File: src/rtl/video_timing_pkg.sv
// Shared phase encoding, 1080p60 default timing and the axis-length helper
// for the video timing controller.
package video_timing_pkg;

  typedef enum logic [1:0] {
    PH_ACTIVE = 2'd0,
    PH_FRONT  = 2'd1,
    PH_SYNC   = 2'd2,
    PH_BACK   = 2'd3
  } phase_t;

  localparam int H_ACTIVE_1080P = 1920;
  localparam int H_FRONT_1080P  = 88;
  localparam int H_SYNC_1080P   = 44;
  localparam int H_BACK_1080P   = 148;
  localparam int V_ACTIVE_1080P = 1080;
  localparam int V_FRONT_1080P  = 4;
  localparam int V_SYNC_1080P   = 5;
  localparam int V_BACK_1080P   = 36;

  function automatic int axis_total(input int active, input int front,
                                    input int sync, input int back);
    return active + front + sync + back;
  endfunction

endpackage

File: src/rtl/video_timing_controller_axis.sv
// One raster axis: exact-width position counter, ACTIVE/FRONT/SYNC/BACK phase
// FSM and wrap tick. Exposes next-phase so the top can register outputs in step.
module timing_axis_fsm
  import video_timing_pkg::*;
#(
  parameter int active = H_ACTIVE_1080P,
  parameter int front  = H_FRONT_1080P,
  parameter int sync   = H_SYNC_1080P,
  parameter int back   = H_BACK_1080P,
  parameter int width  = 12
) (
  input  logic             clock,
  input  logic             reset,
  input  logic             advance,
  input  logic             restart,
  output logic [width-1:0] count,
  output phase_t           next_phase,
  output logic             tick
);

  localparam int total = axis_total(active, front, sync, back);
  localparam logic [width-1:0] last     = width'(total - 1);
  localparam logic [width-1:0] front_at = width'(active);
  localparam logic [width-1:0] sync_at  = width'(active + front);
  localparam logic [width-1:0] back_at  = width'(active + front + sync);

  if (active < 1 || front < 1 || sync < 1 || back < 1) begin : g_bad_phase_len
    $error("timing_axis_fsm: every phase length must be at least 1");
  end
  if (total > (1 << width)) begin : g_bad_width
    $error("timing_axis_fsm: axis total does not fit in the counter width");
  end

  phase_t           phase;
  logic [width-1:0] next_count;
  logic [width-1:0] inc;

  always_ff @(posedge clock or posedge reset) begin
    if (reset) begin
      count <= '0;
      phase <= PH_ACTIVE;
    end else begin
      count <= next_count;
      phase <= next_phase;
    end
  end

  // Wrap (or a forced restart) wins over the increment, so the count never exceeds last.
  always_comb begin
    inc        = count + width'(1);
    next_count = count;
    next_phase = phase;
    if (advance) begin
      if (restart || count == last) begin
        next_count = '0;
        next_phase = PH_ACTIVE;
      end else begin
        next_count = inc;
        case (phase)
          PH_ACTIVE: if (inc == front_at) next_phase = PH_FRONT;
          PH_FRONT:  if (inc == sync_at)  next_phase = PH_SYNC;
          PH_SYNC:   if (inc == back_at)  next_phase = PH_BACK;
          default:   next_phase = phase;
        endcase
      end
    end
  end

  always_comb begin
    tick = advance && (count == last);
  end

endmodule

File: src/rtl/video_timing_controller.sv
// Raster timing source: H/V counters with registered sync, data-enable and
// line/frame markers. Optional VTC_RESYNC_EN adds a resyncReq frame restart.
module video_timing_controller
  import video_timing_pkg::*;
#(
  parameter int hBusWidth = 12,
  parameter int vBusWidth = 11,
  parameter int hActive   = H_ACTIVE_1080P,
  parameter int hFront    = H_FRONT_1080P,
  parameter int hSyncLen  = H_SYNC_1080P,
  parameter int hBack     = H_BACK_1080P,
  parameter int vActive   = V_ACTIVE_1080P,
  parameter int vFront    = V_FRONT_1080P,
  parameter int vSyncLen  = V_SYNC_1080P,
  parameter int vBack     = V_BACK_1080P,
  parameter int hSyncPol  = 1,
  parameter int vSyncPol  = 1
) (
  input  logic                 clock,
  input  logic                 reset,
  input  logic                 enable,
`ifdef VTC_RESYNC_EN
  input  logic                 resyncReq,
`endif
  output logic [hBusWidth-1:0] hCount,
  output logic [vBusWidth-1:0] vCount,
  output logic                 hSync,
  output logic                 vSync,
  output logic                 dataEnable,
  output logic                 lineStart,
  output logic                 frameStart
);

  localparam logic hs_on = (hSyncPol != 0);
  localparam logic vs_on = (vSyncPol != 0);

  logic   running;
  logic   h_adv;
  logic   h_tick;
  logic   v_tick;
  logic   resync_now;
  phase_t h_next_phase;
  phase_t v_next_phase;

  assign h_adv = enable & running;

  timing_axis_fsm #(
    .active(hActive), .front(hFront), .sync(hSyncLen), .back(hBack), .width(hBusWidth)
  ) h_axis (
    .clock(clock), .reset(reset), .advance(h_adv), .restart(1'b0),
    .count(hCount), .next_phase(h_next_phase), .tick(h_tick)
  );

  timing_axis_fsm #(
    .active(vActive), .front(vFront), .sync(vSyncLen), .back(vBack), .width(vBusWidth)
  ) v_axis (
    .clock(clock), .reset(reset), .advance(h_tick), .restart(resync_now),
    .count(vCount), .next_phase(v_next_phase), .tick(v_tick)
  );

`ifdef VTC_RESYNC_EN
  logic pending;

  // A request on the line-tick edge itself is consumed on that tick.
  assign resync_now = pending | resyncReq;

  always_ff @(posedge clock or posedge reset) begin
    if (reset) pending <= 1'b0;
    else       pending <= resync_now & ~h_tick;
  end
`else
  assign resync_now = 1'b0;
`endif

  // Outputs are registered from next-state so they describe the position the counters now show.
  always_ff @(posedge clock or posedge reset) begin
    if (reset) begin
      running    <= 1'b0;
      dataEnable <= 1'b0;
      lineStart  <= 1'b0;
      frameStart <= 1'b0;
      hSync      <= ~hs_on;
      vSync      <= ~vs_on;
    end else if (enable) begin
      running    <= 1'b1;
      dataEnable <= (h_next_phase == PH_ACTIVE) && (v_next_phase == PH_ACTIVE);
      lineStart  <= (~running | h_tick) && (v_next_phase == PH_ACTIVE);
      frameStart <= ~running | v_tick | (h_tick & resync_now);
      hSync      <= (h_next_phase == PH_SYNC) ? hs_on : ~hs_on;
      vSync      <= (v_next_phase == PH_SYNC) ? vs_on : ~vs_on;
    end
  end

endmodule
File: config.mk
export PLATFORM = sky130hd
export DESIGN_NAME = video_timing_controller
export DESIGN_NICKNAME = d
export VERILOG_FILES = /design/src/rtl/video_timing_pkg.sv /design/src/rtl/video_timing_controller_axis.sv /design/src/rtl/video_timing_controller.sv
export SDC_FILE = /design/constraint.sdc
export NUM_CORES = 1
export LEC_CHECK = 0
export CELL_PAD_IN_SITES_DETAIL_PLACEMENT = 0
export CELL_PAD_IN_SITES_GLOBAL_PLACEMENT = 1
export CORE_UTILIZATION = 50
export DETAILED_ROUTE_END_ITERATION = 10
export DONT_BUFFER_PORTS = 1
export PLACE_DENSITY = 0.8
export SYNTH_ARGS = -nofsm -noshare
export SYNTH_HDL_FRONTEND = slang
export SYNTH_SLANG_ARGS = --single-unit
File: constraint.sdc
create_clock -name clock -period 6.3 [get_ports clock]
set_input_delay 0 -clock clock [delete_from_list [all_inputs] [get_ports clock]]
set_output_delay 0 -clock clock [all_outputs]
set_load 0.1 [all_outputs]
Word level (Yosys, flattened, before mapping)
Index checks and enable logic that the tools add are counted.
Widths: inputs -> output; s select.

word-level totals
  register bits after elaboration = 33
  input bits = 3
  output and inout bits = 28
  word-level logic and storage cells = 54

operators by class
  $add $sub $neg = 2
  eq/ne operators = 14
  mux-type cells = 16
  bitwise logic cells = 4
  reductions and logical operators = 8

operators with widths
  kind                   number
  $eq 11x11->1 const B   4
  $eq 12x11->1 const B   2
  $eq 12x12->1 const B   2
  $mux 2                 10
  $add 12x1->12 const B  1
  $mux 12                1
  $pmux 2 s3             2
  $add 11x1->11 const B  1
  $mux 11                1
  $eq 2x2->1 const B     4
  $logic_not 2->1        4
  $eq 2x1->1 const B     2
  $logic_and 1x1->1      4
  $mux 1                 2
  $or 1x1->1             2
  $and 1x1->1            1
  $not 1->1              1

Logic depth before layout (Yosys ltp)
Gate-level depths: netlist of the first run.

  depth in word-level cells = 8
  gate-level depth with buffers = 10
  gate-level depth less buffers = 9

By module
From an unflattened synthesis of the first run, not the netlist that was laid out.

second synthesis, totals
  cells, all modules = 281
  area total of the unflattened synthesis = 2429.8 um^2

by module, submodules not included
  module                    instances  cells each  area an instance (um^2)  sequential area each (um^2)
  timing_axis_fsm (h_axis)  1          131         1083.5                   350.3
  timing_axis_fsm (v_axis)  1          124         1073.5                   325.3
  video_timing_controller   1          26          272.8                    150.1

Least setup slack after synthesis of the first run
Ideal clock, no wire load.

  path type = register to register
  start point = reg v_axis.count[1]
  end point = reg dataEnable
  setup time = 137 ps
  arrival = 2827 ps
  required time = 6163 ps
  slack = 3336 ps
  cell stages (with the launch flop) = 10
  buffers on the path = 1
  clock period less this slack = 2964 ps
  path through = dfrtp_1 -> ha_1 -> clkbuf_1 -> and4_1 -> nor3b_1 -> o211ai_1 -> a211oi_1 -> o21ai_2 -> o311ai_2 -> o22ai_1

on the way
  word-level cells in the longest chain between the ends = 8
  elaborated cells between the ends (all ways) = 13
  those cells by class = add/sub (1); eq/ne (4); mux (6); reduce/logical (2)

ends and longest elaborated chain
  element                                 RTL line                                                                                                    RTL
  start: declaration                      video_timing_controller_axis.sv:16                                                                          output logic [width-1:0] count,
  start signal: assignment                video_timing_controller_axis.sv:43                                                                          count <= next_count;
  $add 11x1->11                           video_timing_controller_axis.sv:50                                                                          inc = count + width'(1);
  $eq 11x11->1, on equally long branches  video_timing_controller_axis.sv:62, video_timing_controller_axis.sv:60, video_timing_controller_axis.sv:61
  $mux 2, on equally long branches        video_timing_controller_axis.sv:62, video_timing_controller_axis.sv:60, video_timing_controller_axis.sv:61
  $pmux 2 s3                              video_timing_controller_axis.sv:59                                                                          case (phase)
  $mux 2 (*)                              video_timing_controller_axis.sv:54                                                                          if (restart || count == last) begin
  $mux 2 (*)                              video_timing_controller_axis.sv:53                                                                          if (advance) begin
  $logic_not 2->1 (*)                     video_timing_controller.sv:86                                                                               dataEnable <= (h_next_phase == PH_ACTIVE) && (v_next_phase == PH_ACTIVE);
  $logic_and 1x1->1 (*)                   video_timing_controller.sv:86
  end signal: assignment                  video_timing_controller.sv:86
  end: declaration                        video_timing_controller.sv:29                                                                               output logic dataEnable,

Every way passes the cells marked *; elsewhere a longest branch is shown, timed or not.
A chain may end at the register's enable or synchronous reset.

Worst setup path after layout of the first run
  start point = reg h_axis.count[1]
  end point = reg lineStart

on the way
  word-level cells in the longest chain between the ends = 5
  elaborated cells between the ends (all ways) = 6
  those cells by class = eq/ne (1); mux (1); bitwise (1); reduce/logical (3)

ends and longest elaborated chain
  element                   RTL line                            RTL
  start: declaration        video_timing_controller_axis.sv:16
  start signal: assignment  video_timing_controller_axis.sv:43
  $eq 12x12->1 (*)          video_timing_controller_axis.sv:70  tick = advance && (count == last);
  $logic_and 1x1->1 (*)     video_timing_controller_axis.sv:70
  $mux 2                    video_timing_controller_axis.sv:53
  $logic_not 2->1           video_timing_controller.sv:87       lineStart <= (~running | h_tick) && (v_next_phase == PH_ACTIVE);
  $logic_and 1x1->1 (*)     video_timing_controller.sv:87
  end signal: assignment    video_timing_controller.sv:87
  end: declaration          video_timing_controller.sv:30       output logic lineStart,

Marks and branches as above.

==> run summary, run 1 <==
syn nets - 258
final setup TNS - 0 ns
FILL cells - 369
# rows - 23
Post-CTS Hold Buffers - 2
post-route cell area - 0.00234 mm2
TritonCTS clock tree - yes
Synth Flop Type - dfrtp_1
core area - 0.00412 mm2
global-route wire length before repair - 8.05 mm
Synth Area in XOR/XNOR - 5.60%
WL final - 5.01 mm
vias after detailed routing - 1900
status - finished clean
clock sinks - 33
VDD IR-drop max - 0.211 mV
Final Hold Fails - 0
Post-synth EDFFs - 0
final hold slack - 0.0897 ns
critical path cell sequence - ha_1 > nand2_1 > nor4_4 > and2_2 > o21a_4 > o21ai_2 > o311ai_2 > o22ai_1
# DRC - 0
max-cap check violation count - 0
global-route usage over all layers - 23.4%
fin crit share - 53.4%
Max Fclk - 297 MHz
sequential fraction of the synthesis area - 37.7%
port bufs - 0
Reg clk slew, reported paths - 0.07 ns
Final Wtd Congestion - 0.833
average size of a mapped cell - 8.76 um2
Yosys reg bits - 33
wire per inst - 16.6 um
Compound-Gate Fraction of Synth Area - 20.1%
largest family of logic cells by synthesized area - simple AND/OR/NAND/NOR gates
Bufs on Longest Clock Path - 2
die span in y - 68.2 um
die area - 0.00465 mm2
post-DP HPWL - 3.59 mm
routed vias/inst - 6.31
largest net degree at the start of global routing - 34
Setup crit start kind - flip-flop
min Tclk post-route - 3.36 ns
Post-CTS Setup Inserts - 0
placed insts - 291
Pleak - 0.913 nW
Starting Density - 53.2%
crit path max fanout - 11
Post-synth ARST share - 100%
Post-Syn Instances - 250
Max Transition Viols Final - 0
Overflow after GRT - 0
Layout area overhead - 6.86%
share of cells above drive strength 1 - 11.6%
Max transition margin - 24.2%
unrepaired setup endpoints after global routing - false
placed inst area - 0.00223 mm2
Die Wd - 68.2 um
First DRT Iteration DRCs - 182
Adder-Cell Fraction of Synth Area - 2.86%
clock skew - 0.00737 ns
Pwr Density - 268 mW/mm2
Setup CP Type - flip-flop to flip-flop
number of global-route vias before repair - 1627
Yosys cell types - 58
CTS Buf Count - 5
final setup fails - 0
worst slew pin tran - 1.14 ns
Worst path max stage delay - 1.02 ns
Worst Path Required - 6.46 ns
Skew-Pair Late Insertion Delay - 0.29 ns
Crit-path slowest cell - dfrtp_1
IO Pins - 31
Mapped Area - 0.00219 mm2
Synth Area in Simple Gates - 26.5%
Arr. time, crit path - 3.52 ns
yosys warns - 0
Layout Cells excl Fill - 301
commonest non-fill, non-tap cell in the layout - dfrtp_1
clock root buffer - clkbuf_8
Antenna Diode Count - 0
initial antenna violation count - 0
HP Class - input port to flip-flop
Final ANT Viol Nets - 0
multiplexer share of the synthesized area - 1.03%
drt pass-1 iters - 4
post-CTS sizing - 0
commonest cells after routing, fill and taps aside - dfrtp_1 (33), nand2_1 (24), o21ai_0 (16), inv_1 (15), nor2_1 (12)
# nets final - 258
H-tree depth - 2
CP endpoint kind - flip-flop
==> cells in the mapped netlist (3+ instances only) <==
library cell | count | share of area (%)
a31oi_1 | 4 | 1.1
and3_1 | 5 | 1.4
o31ai_1 | 6 | 2.1
nor3_1 | 5 | 1.1
xor2_1 | 3 | 1.2
o22ai_1 | 4 | 1.1
nand4_1 | 6 | 1.7
nand2_1 | 24 | 4.1
nand3_1 | 10 | 2.3
o21ai_1 | 4 | 0.91
dfrtp_1 | 33 | 38
buf_2 | 6 | 1.4
xnor2_1 | 11 | 4.4
or4_1 | 3 | 1.0
ha_1 | 5 | 2.9
nor4_1 | 6 | 1.7
nand2b_1 | 6 | 1.7
and2_1 | 4 | 1.1
inv_1 | 15 | 2.6
nor2_1 | 12 | 2.1
a21oi_1 | 8 | 1.8
clkbuf_1 | 10 | 1.7
o21ai_0 | 16 | 3.7
==> metal layers <==
layer	vias up	GRT usage (%)	part of all wire, %
li1	918	-	-
met1	907	36.2	48
met2	68	31.4	44
met3	7	6.00	7.6
met4	0	6.51	1.1
met5	-	0	0
==> cell type report <==
class,instances,area (um2),share of cell area [%]
sequential,33,826,35.3
clock inverter,3,17.5,0.749
multi-input combinational,185,1230,52.5
tap,50,62.6,2.67
inverter,15,56.3,2.41
timing repair buffer,10,80.1,3.42
clock buffer,5,68.8,2.94
==> report_power, final <==
group	internal [mW]	total [mW]	switching (mW)	leakage, nW
clock network	0.0762	0.158	0.0817	0.0439
logic	0.0397	0.165	0.125	0.439
registers	0.226	0.304	0.0778	0.430
==> worst paths after layout <==
check,slack (ns),cells past startpoint,end,from
max in group asynchronous,5.74,3,lineStart,reset
min reg2reg,0.51,1,running,running
min in group asynchronous,0.24,3,h_axis.count[5],reset
max,2.94,8,lineStart,h_axis.count[1]
min,0.09,2,h_axis.count[7],enable
max reg2reg,2.94,8,lineStart,h_axis.count[1]
==> logic make-up (layout without fill, tap and decap cells) <==
family / after synthesis / count (layout)
simple gates: 100 / 100
buf+inv: 32 / 33
flops: 33 / 33
fa+ha+maj: 5 / 5
compound gates: 64 / 64
xor+xnor: 14 / 14
mux: 2 / 2
==> stage by stage <==
| step | power (mW) | utilization (%) | worst slack (ns) |
|---|---|---|---|
| 3_5_place_dp | 0.470 | 54.3 | 2.97 |
| 2_1_floorplan | 0.445 | - | 3.34 |
| 5_1_grt | 0.654 | 56.9 | 2.70 |
| 3_3_place_gp | 0.469 | 54.3 | 3.07 |
| 4_1_cts | 0.630 | 56.9 | 2.96 |
| 6_report | 0.627 | 56.9 | 2.94 |
==> sequential cells by signal, summed over array words and instances (netlist names) <==
| register | cells |
|---|---|
| dataEnable | 1 |
| frameStart | 1 |
| hSync | 1 |
| h_axis.count | 12 |
| h_axis.phase | 2 |
| lineStart | 1 |
| running | 1 |
| vSync | 1 |
| v_axis.count | 11 |
| v_axis.phase | 2 |
==> worst max-delay path: cells and delay by family, from the launching register on <==
kind | cells | cell delay [ns]
flops | 1 | 1.02
simple gates | 3 | 1.22
compound gates | 4 | 0.63
fa+ha+maj | 1 | 0.35
(Power assumes the default switching activity.)
==> run 2: changes to the inputs <==
--- a/config.mk
+++ b/config.mk
@@ -7,10 +7,10 @@
 export LEC_CHECK = 0
 export CELL_PAD_IN_SITES_DETAIL_PLACEMENT = 0
 export CELL_PAD_IN_SITES_GLOBAL_PLACEMENT = 1
-export CORE_UTILIZATION = 50
+export CORE_UTILIZATION = 48
 export DETAILED_ROUTE_END_ITERATION = 10
 export DONT_BUFFER_PORTS = 1
-export PLACE_DENSITY = 0.8
+export PLACE_DENSITY = 0.77
 export SYNTH_ARGS = -nofsm -noshare
 export SYNTH_HDL_FRONTEND = slang
 export SYNTH_SLANG_ARGS = --single-unit
==> constraint.sdc (replaced) <==
create_clock -name clock -period 3.51 [get_ports clock]
set_input_delay 0 -clock clock [delete_from_list [all_inputs] [get_ports clock]]
set_output_delay 0 -clock clock [all_outputs]
set_load 0.1 [all_outputs]
==> run summary, run 2 (same netlist as run 1, synthesis figures left out) <==
M3 GR Usage - 5.81% (-0.19 points)
Die Wd - 69.5 um (+2.0%)
min Tclk post-route - 2.54 ns (-0.827 ns)
initial antenna violation count - 0 (unchanged)
Bufs on Longest Clock Path - 2 (unchanged)
max FFs per register - 12 (unchanged)
global-route usage over all layers - 22.7% (-0.79 points)
unrepaired setup endpoints after global routing - false
Layout area overhead - 13.6%
post-DP HPWL - 3.73 mm (+4.0%)
reg2reg start - h_axis.count[2]
Final Hold Fails - 0 (unchanged)
Max Transition Viols Final - 0 (unchanged)
global-route wire length before repair - 8.71 mm (+8.2%)
H-tree depth - 2 (unchanged)
FILL cells - 429 (+16%)
Setup crit start kind - flip-flop
TritonCTS clock tree - yes
status - finished clean
Storage cell area - 826 um2 (unchanged)
Setup CP Type - flip-flop to flip-flop
most flop-heavy register - h_axis.count
Pleak - 1.01 nW (+11%)
HP Start - enable
max-cap check violation count - 0 (unchanged)
Arr. time, crit path - 2.70 ns (-0.82 ns)
Max transition margin - 39.5% (+15 points)
vias after detailed routing - 1960 (+3.2%)
First DRT Iteration DRCs - 156 (-14%)
number of global-route vias before repair - 1744 (+7.2%)
placed insts - 310 (+6.5%)
biggest regs - h_axis.count x12, v_axis.count x11
drt pass-1 iters - 4 (unchanged)
Pwr Density - 488 mW/mm2 (+82%)
clock root buffer - clkbuf_8
clock sinks - 33 (unchanged)
Worst Path Required - 3.67 ns (-2.79 ns)
M1 GR Usage - 35.5% (-0.68 points)
# nets final - 275 (+6.6%)
post-CTS sizing - 0 (unchanged)
CTS Buf Count - 5 (unchanged)
Multi-input gate area - 0.00123 mm2 (unchanged)
final setup TNS - 0 ns (unchanged)
die area - 0.00484 mm2 (+4.0%)
crit path max fanout - 11 (unchanged)
Post-CTS Setup Inserts - 0 (unchanged)
GR peak layer - met1
HP Class - input port to flip-flop
worst slew pin tran - 0.908 ns (-0.229 ns)
R2R cell count - 9 (+1)
wire per inst - 16.2 um (-2.5%)
hold depth - 2 (unchanged)
VDD IR-drop max - 0.453 mV (+110%)
Reg clk slew, reported paths - 0.07 ns (about the same)
# rows - 24 (+4.3%)
WL final - 5.18 mm (+3.3%)
final setup fails - 0 (unchanged)
CP endpoint kind - flip-flop
die span in y - 69.5 um (+2.0%)
# DRC - 0 (unchanged)
Post-CTS Hold Buffers - 2 (unchanged)
Skew-Pair Late Insertion Delay - 0.29 ns (about the same)
Layout Cells excl Fill - 319 (+6.0%)
Final ANT Viol Nets - 0 (unchanged)
largest net degree at the start of global routing - 34 (unchanged)
Min-Delay Endpoint - h_axis.count[7]
IO Pins - 31 (unchanged)
Max Fclk - 394 MHz (+33%)
placed inst area - 0.00236 mm2 (+5.8%)
commonest non-fill, non-tap cell in the layout - dfrtp_1
Starting Density - 49.9% (-3.3 points)
fin crit share - 72.3% (+19 points)
met2 GRT Util - 30.1% (-1.3 points)
FF-to-FF End - lineStart
clock skew - 0.00847 ns (+0.00110 ns)
Antenna Diode Count - 0 (unchanged)
routed vias/inst - 6.14 (-2.7%)
flop2flop setup slack - 0.97 ns (-1.96 ns)
share of cells above drive strength 1 - 16.9% (+5.3 points)
Overflow after GRT - 0 (unchanged)
core area - 0.00438 mm2 (+6.5%)
commonest cells after routing, fill and taps aside - dfrtp_1 (33), buf_4 (25), nand2_1 (24), o21ai_0 (16), inv_1 (15)
post-route cell area - 0.00249 mm2 (+6.3%)
port bufs - 0 (unchanged)
Final Wtd Congestion - 0.833 (about the same)
## run 2: cell count changes in the layout (fill, tap and decap cells not counted), sizes merged
cell      previous run  this run
bufinv               0         1
buf                  8        25
clkinv               2         1
clkinvlp             1         0
## run 2: per-stage QoR
step / power (mW) / setup WS [ns] / hold WS [ns] / util, %
after CTS: 1.22 / 0.987 / 0.0968 / 56.7
after floorplan: 0.799 / 0.546 / 0.129 / -
after global routing: 1.26 / 0.833 / 0.153 / 56.7
after global placement: 0.871 / 1.05 / 0.00864 / 53.9
after detailed placement: 0.869 / 1.01 / 0.0155 / 53.9
final: 1.21 / 0.973 / 0.115 / 56.7
## run 2: cell type report
cell class                      instances  area share [%]
Multi-Input combinational cell        185            49.4
Sequential cell                        33            33.2
Timing Repair Buffer                   27            8.35
Clock buffer                            5            2.77
Tap cell                               52            2.62
Inverter                               15            2.26
Clock inverter                          2            1.41
## run 2: layer usage
layer | share of wire, % | up-vias | wire (um)
li1 | - | 955 | -
met1 | 51 | 938 | 2660
met2 | 42 | 62 | 2160
met3 | 6.1 | 5 | 314
met4 | 0.77 | 0 | 40
met5 | 0 | - | 0
## run 2: power breakdown
part	switching [mW]	total [mW]	leakage [nW]	internal, mW
registers	0.0388	0.448	0.430	0.409
clock network	0.141	0.347	0.0540	0.206
logic	0.331	0.417	0.529	0.0868
total	0.510	1.21	1.01	0.702
## run 2: worst max-delay path, cell delays in order (launching register included)
cell	delay, ns
dfrtp_1	0.33
buf_4	0.32
nand2_1	0.29
nor4_4	0.31
buf_4	0.20
and2_2	0.28
o21a_4	0.18
o21ai_2	0.07
o311ai_2	0.28
o22ai_1	0.13
## run 2: how the worst max path moves through the flow
stage / from / end / slack [ns] / cells after the start
after floorplan: v_axis.count[1] / dataEnable / 0.55 / 9
after global placement: h_axis.count[3] / hSync / 1.05 / 8
after detailed placement: h_axis.count[2] / lineStart / 1.01 / 9
after CTS: h_axis.count[2] / lineStart / 0.99 / 9
after global routing: h_axis.count[3] / dataEnable / 0.83 / 7
final: h_axis.count[2] / lineStart / 0.97 / 9
